## src/rtl/regfile_mp_if.sv

```systemverilog
// ----------------------------------------------------------------------------
// regfile_mp_if: write/read bus of the multi-port register file.
//   we     : write enable
//   waddr  : write address (AW bits)
//   wdata  : write data (WIDTH bits)
//   raddr  : packed read addresses, port k at [k*AW +: AW]
//   rdata  : packed read data, port k at [k*WIDTH +: WIDTH]
// master drives the addresses/data; slave (the register file) returns rdata.
// ----------------------------------------------------------------------------
interface regfile_mp_if #(
    parameter int unsigned WIDTH = 32,
    parameter int unsigned DEPTH = 32,
    parameter int unsigned NREAD = 2
);
    localparam int unsigned AW = $clog2(DEPTH);

    logic                   we;
    logic [AW-1:0]          waddr;
    logic [WIDTH-1:0]       wdata;
    logic [NREAD*AW-1:0]    raddr;
    logic [NREAD*WIDTH-1:0] rdata;

    modport master (output we, waddr, wdata, raddr, input rdata);
    modport slave  (input we, waddr, wdata, raddr, output rdata);
endinterface

```

## src/rtl/regfile_mp.sv

```systemverilog
// ----------------------------------------------------------------------------
// regfile_mp: parametrised register file, one synchronous write port and
// NREAD independent combinational read ports.
//   clk      : rising-edge clock
//   reset_n  : asynchronous active-low reset, clears every register
//   bus      : regfile_mp_if.slave (we/waddr/wdata in, raddr in, rdata out)
// Options: ZERO_REG hardwires register 0 to zero; BYPASS forwards wdata to a
// read port addressing the register being written in the same cycle.
// ----------------------------------------------------------------------------
module regfile_mp #(
    parameter int unsigned WIDTH    = 32,
    parameter int unsigned DEPTH    = 32,
    parameter int unsigned NREAD    = 2,
    parameter bit          ZERO_REG = 1'b1,
    parameter bit          BYPASS   = 1'b0
) (
    input  logic         clk,
    input  logic         reset_n,
    regfile_mp_if.slave  bus
);
    localparam int unsigned AW   = $clog2(DEPTH);
    localparam int unsigned NPAD = 1 << AW;       // leaves of the read tree
    localparam int unsigned N4   = AW / 2;        // number of 4:1 stages
    localparam bit          ODD  = (AW % 2) == 1; // trailing 2:1 stage needed
    localparam logic [AW:0] DEPTH_W = DEPTH[AW:0];

    logic [WIDTH-1:0] regs [DEPTH];
    logic             wr_ok_c;

    // A write is honoured only for an existing, writable register.
    assign wr_ok_c = bus.we
                   && ({1'b0, bus.waddr} < DEPTH_W)
                   && !(ZERO_REG && (bus.waddr == '0));

    // Storage: async clear, single write port.
    always_ff @(posedge clk or negedge reset_n) begin
        if (!reset_n) begin
            for (int i = 0; i < int'(DEPTH); i++) begin
                regs[i] <= '0;
            end
        end else if (wr_ok_c) begin
            regs[bus.waddr] <= bus.wdata;
        end
    end

    // Per-port read: balanced 4:1 tree on address pairs (LSBs first), final
    // 2:1 on the top bit when AW is odd. Padded leaves read 0, which also
    // covers out-of-range addresses without extra compare logic.
    for (genvar k = 0; k < NREAD; k++) begin : g_rd
        logic [AW-1:0]    ra;
        logic [WIDTH-1:0] rd_c;

        assign ra = bus.raddr[k*AW +: AW];

        always_comb begin
            logic [WIDTH-1:0] node [NPAD];
            for (int i = 0; i < int'(NPAD); i++) begin
                node[i] = '0;
            end
            for (int i = 0; i < int'(DEPTH); i++) begin
                node[i] = regs[i];
            end
            if (ZERO_REG) begin
                node[0] = '0;
            end
            // In-place reduction: node i reads 4i..4i+3, all >= i, so
            // nothing not yet consumed is overwritten.
            for (int s = 0; s < int'(N4); s++) begin
                for (int i = 0; i < int'(NPAD >> (2 * (s + 1))); i++) begin
                    node[i] = node[4 * i + int'(ra[2 * s +: 2])];
                end
            end
            if (ODD) begin
                node[0] = ra[AW-1] ? node[1] : node[0];
            end
            rd_c = node[0];
            if (BYPASS && wr_ok_c && (ra == bus.waddr)) begin
                rd_c = bus.wdata;
            end
        end

        assign bus.rdata[k*WIDTH +: WIDTH] = rd_c;
    end

endmodule

```

## src/flat_wrapper.sv

```systemverilog
// flat-port wrapper written by rule: the top's interface ports become plain ports
module regfile_mp_flat 
#(
    parameter int unsigned WIDTH    = 32,
    parameter int unsigned DEPTH    = 32,
    parameter int unsigned NREAD    = 2,
    parameter bit          ZERO_REG = 1'b1,
    parameter bit          BYPASS   = 1'b0
)
  (clk, reset_n, bus_we, bus_waddr, bus_wdata, bus_raddr, bus_rdata);
  regfile_mp_if #(.WIDTH(WIDTH), .DEPTH(DEPTH), .NREAD(NREAD)) bus_i ();
  input  logic clk;
  input  logic reset_n;
  input wire logic [$bits(bus_i.we)-1:0] bus_we;
  input wire logic [$bits(bus_i.waddr)-1:0] bus_waddr;
  input wire logic [$bits(bus_i.wdata)-1:0] bus_wdata;
  input wire logic [$bits(bus_i.raddr)-1:0] bus_raddr;
  output wire logic [$bits(bus_i.rdata)-1:0] bus_rdata;
  assign bus_i.we = bus_we;
  assign bus_i.waddr = bus_waddr;
  assign bus_i.wdata = bus_wdata;
  assign bus_i.raddr = bus_raddr;
  assign bus_rdata = bus_i.rdata;
  regfile_mp #(.WIDTH(WIDTH), .DEPTH(DEPTH), .NREAD(NREAD), .ZERO_REG(ZERO_REG), .BYPASS(BYPASS)) u_core (.clk(clk), .reset_n(reset_n), .bus(bus_i));
endmodule
```

## config.mk

```make
export PLATFORM = sky130hd
export DESIGN_NAME = regfile_mp_flat
export DESIGN_NICKNAME = d
export VERILOG_FILES = /design/src/rtl/regfile_mp_if.sv /design/src/rtl/regfile_mp.sv /design/src/flat_wrapper.sv
export SDC_FILE = /design/constraint.sdc
export NUM_CORES = 2
export LEC_CHECK = 0
export ABC_AREA = 1
export CAP_MARGIN = 5
export CORE_ASPECT_RATIO = 0.5
export CORE_MARGIN = 2
export CORE_UTILIZATION = 56
export CTS_CLUSTER_SIZE = 28
export DETAILED_ROUTE_END_ITERATION = 6
export PLACE_DENSITY = 0.73
export RECOVER_POWER = 25
export SLEW_MARGIN = 20
export SYNTH_ARGS = -nofsm -noshare
export SYNTH_HDL_FRONTEND = slang
export SYNTH_SLANG_ARGS = --single-unit
```

## constraint.sdc

```tcl
create_clock -name clk -period 2.8 [get_ports clk]
set_clock_uncertainty 0.15 [all_clocks]
set_input_delay 0.42 -clock clk [delete_from_list [all_inputs] [get_ports clk]]
set_output_delay 0.42 -clock clk [all_outputs]
set_load 0.1 [all_outputs]
```

==> impl_results.md <==
- WP data arrival: around 2.2 ns
- GRT Util Overall: 0.4241
- Die extent in x: 451.2 um
- Htree depth: 3
- Detailed Place HPWL: ~130000 um
- Final hold vios: 0
- First DRT Iteration DRCs: roughly 10k
- Tot Pwr: roughly 0.045 W
- Maximum root-to-sink buffer count: 3
- P_leak: about 31 nW
- Worst hold start: bus_wdata[28]
- Met1 usage in global routing: 0.5654
- Grt total ovfl: 0
- Sequential share of the synthesized area: 0.4432
- R2r setup slk: 1.88 ns
- WP data required: 2.23 ns
- Share of cells above drive strength 1: 0.08030
- Worst-skew pair later-pin latency: between 0.7 and 0.8 ns
- Cell variety after synth: 19
- Setup tns final: 0 ns
- Failing checks: DRC
- Global route hottest layer: met2
- Met3 Use GR: 0.1291
- FP Rows: around 80
- Drt total wl: roughly 220000 um
- Hold EP: u_core.regs[860]
- Via-per-instance ratio: 6.096
- Post-Synth Adder-Cell Area: 0
- Slew headroom: 0.02530
- Critical path fanouts, max: between 40 and 50
- Root Driver: clkbuf_16
- Nets@finish: between 8k and 9k
- Starting Density: 0.5691
- Met2 Use GR: 0.6248
- Area after DPL: 61590 sq um
- Synthesis Warnings: 0
- Max_cap viols: 0
- Crit end category: primary output
- Main combinational cell family by area after synthesis: simple AND/OR/NAND/NOR gates
- First-pass GRT wire length: ~330000 um
- Worst R2R Start: u_core.g_rd[0].$7.node[199]
- Avg Cell Area, Syn: between 6 and 7 sq um
- PortBufs: ~110
- Multiplexer share of the synthesized area: 0
- Synth Cell Area: around 56000 sq um
- Die area: a little over 100000 sq um
- Area grow syn2layout: 15.65%
- Initial antenna violation count: 12
- Total number of vias: roughly 58k
- Max-slew violation count: 0
- Final critical-path share of the clock period: 0.9900
- Cell count after synthesis: 8271
- DRC Markers: 32
- Setup violations, final: 0
- Utilization after layout: 0.6582
- Core area: 98410 sq um
- Compound-Gate Fraction of Synth Area: 0.1115
- DRT antenna net count: 0
- Highest Clock Rate: about 360 MHz
- Max VDD drop: 0.5136 mV
- Gpl congestion: between 0.9 and 1
- Post-CTS setup buffers: 0
- Routed wire per std cell: about 23 um
- R2R cell count: 2
- RSZ-0062 raised after global routing: no
- I/O pin cnt: about 110
- Critical path type: input pin to primary output
- CTS tree: built
- Yosys reg bits: just under 1k
- Worst Tran Pin Value: between 1 and 1.5 ns
- Hold path depth: 4
- Min cycle time layout: about 2.8 ns
- Xor-xnor portion of the synthesized cell area: 0
- Clock Sinks: ~990
- Largest net degree at the start of global routing: 89
- Drt pass-1 iters: 7
- Clock slew seen by the registers of the worst setup and hold paths: roughly 0.07 ns
- Pwr Density: a little under 700 nW/um^2
- Final Instance Area: between 60000 and 70000 sq um
- Simple-gate area share of the yosys netlist: 0.3438
- Status: complete, but fails checks
- Worst Hold Class: input pin to flop
- CP Launch Type: input pin
- Vias in the first global route: 53.70k
- Synth Net Count: ~8.3k
- Worst R2R End: u_core.g_rd[0].$7.node[199]
- Die Ht: 227.6 um
- CTS Buf Count: 92
==> per-stage QoR <==
stage          hold slack, ns  setup slack [ns]  instances
2_1_floorplan        -0.02559           0.06232       8271
3_3_place_gp           0.2268            0.1174       9389
3_5_place_dp           0.2289           0.08009       9389
4_1_cts               0.04741          0.001246       9560
5_1_grt                0.3129          0.002104       9565
6_report               0.2898           0.02791       9567
==> synth_stat cells <==
cell type  count  area [sq um]
clkbuf_1     463          1738
a21oi_1      448          2242
nand2_2        8         50.05
nor2_2        17         106.4
o21ai_0      768          3844
nand4_1        4         25.02
buf_2        114         570.6
inv_2          4         15.01
nor4_4         2         42.54
clkinv_1       1         3.750
nand3_1     1539          7702
buf_1         76         285.3
nand2_1     2727         10240
dfrtp_1      992         24820
nor3_1         1         5.000
o21ai_1       32         160.2
buf_4         32         240.2
inv_1        753          2826
nor2_1       290          1089
==> critical path, cell delays in order <==
cell     delay (ns)
buf_8          0.12
inv_8          0.15
buf_16         0.25
buf_16         0.24
nand2_1        0.08
nand3_1        0.09
nand3_1        0.08
nand3_1        0.08
nand2_1        0.05
nand2_1        0.07
nand2_1        0.25
buf_12         0.27
==> worst max path at each step <==
stage / start / to / depth (start not counted)
finish: bus_raddr[0] / bus_rdata[18] / 12
CTS: u_core.g_rd[0].$7.node[650] / bus_rdata[10] / 9
floorplan: bus_raddr[5] / bus_rdata[39] / 10
detailed placement: bus_raddr[1] / bus_rdata[11] / 10
global placement: bus_raddr[1] / bus_rdata[11] / 10
global route: u_core.g_rd[0].$7.node[662] / bus_rdata[54] / 9
==> area by class of cell <==
type / instances / area (sq um)
sequential: 992 / 24820
timing repair buffer: 476 / 6345
clock buffer: 131 / 2784
tap: 1328 / 1662
antenna: 7 / 17.52
multi-input combinational: 5836 / 25760
clock inverter: 39 / 489.2
inverter: 758 / 2885
fill: 8519 / 33640
==> power breakdown <==
| part | total [W] | internal, W | switching (W) | leakage (nW) |
|---|---|---|---|---|
| Clock | 0.0139 | 0.00786 | 0.00607 | 1.62 |
| Sequential | 0.0191 | 0.0174 | 0.00165 | 12.0 |
| Combinational | 0.0118 | 0.00405 | 0.00778 | 17.5 |
| Total | 0.0448 | 0.0293 | 0.0155 | 31.2 |
==> state kept, by name (all words and copies together), names as in the netlist <==
name,cells
u_core.regs,224
u_core.g_rd.$7.node,768
==> metal layers <==
metal	routed length [um]	vias to the layer above
met5	27	-
met4	12870	4
met3	32790	878
met2	90690	4448
met1	82480	26800
li1	-	26190
==> timing repair <==
item / 4_1_cts / 5_1_grt
endpoints found under the setup margin: 1 / 21
resized for setup: 1 / 25
hold buffers: 1 / 0
hold endpoints to repair: 172 / 0
==> logic make-up (layout without fill, tap and decap cells) <==
family | Yosys count | after routing
other | 0 | 7
flip-flops | 992 | 992
AO/OA/AOI/OAI | 1248 | 1248
AND/OR/NAND/NOR | 4588 | 4588
buffers and inverters | 1443 | 1404
==> layout by cell type, fill, tap and decap left out, types with 2 or more instances in the layout <==
master / Yosys / final
a21oi_1: 448 / 448
buf_12: 0 / 212
buf_16: 0 / 2
buf_2: 114 / 3
buf_4: 32 / 182
buf_6: 0 / 8
buf_8: 0 / 4
bufinv_16: 0 / 10
clkbuf_1: 463 / 17
clkbuf_16: 0 / 96
clkbuf_2: 0 / 18
clkbuf_8: 0 / 25
clkdlybuf4s50_1: 0 / 38
clkinv_2: 0 / 21
clkinvlp_4: 0 / 4
dfrtp_1: 992 / 992
diode_2: 0 / 7
inv_1: 753 / 746
inv_2: 4 / 4
inv_4: 0 / 3
inv_6: 0 / 3
inv_8: 0 / 3
nand2_1: 2727 / 2703
nand2_2: 8 / 21
nand2_4: 0 / 11
nand3_1: 1539 / 1537
nand4_1: 4 / 4
nor2_1: 290 / 284
nor2_4: 0 / 23
nor4_4: 2 / 2
o21ai_0: 768 / 768
o21ai_1: 32 / 32
Note: power is estimated with default switching activity, not from simulation.
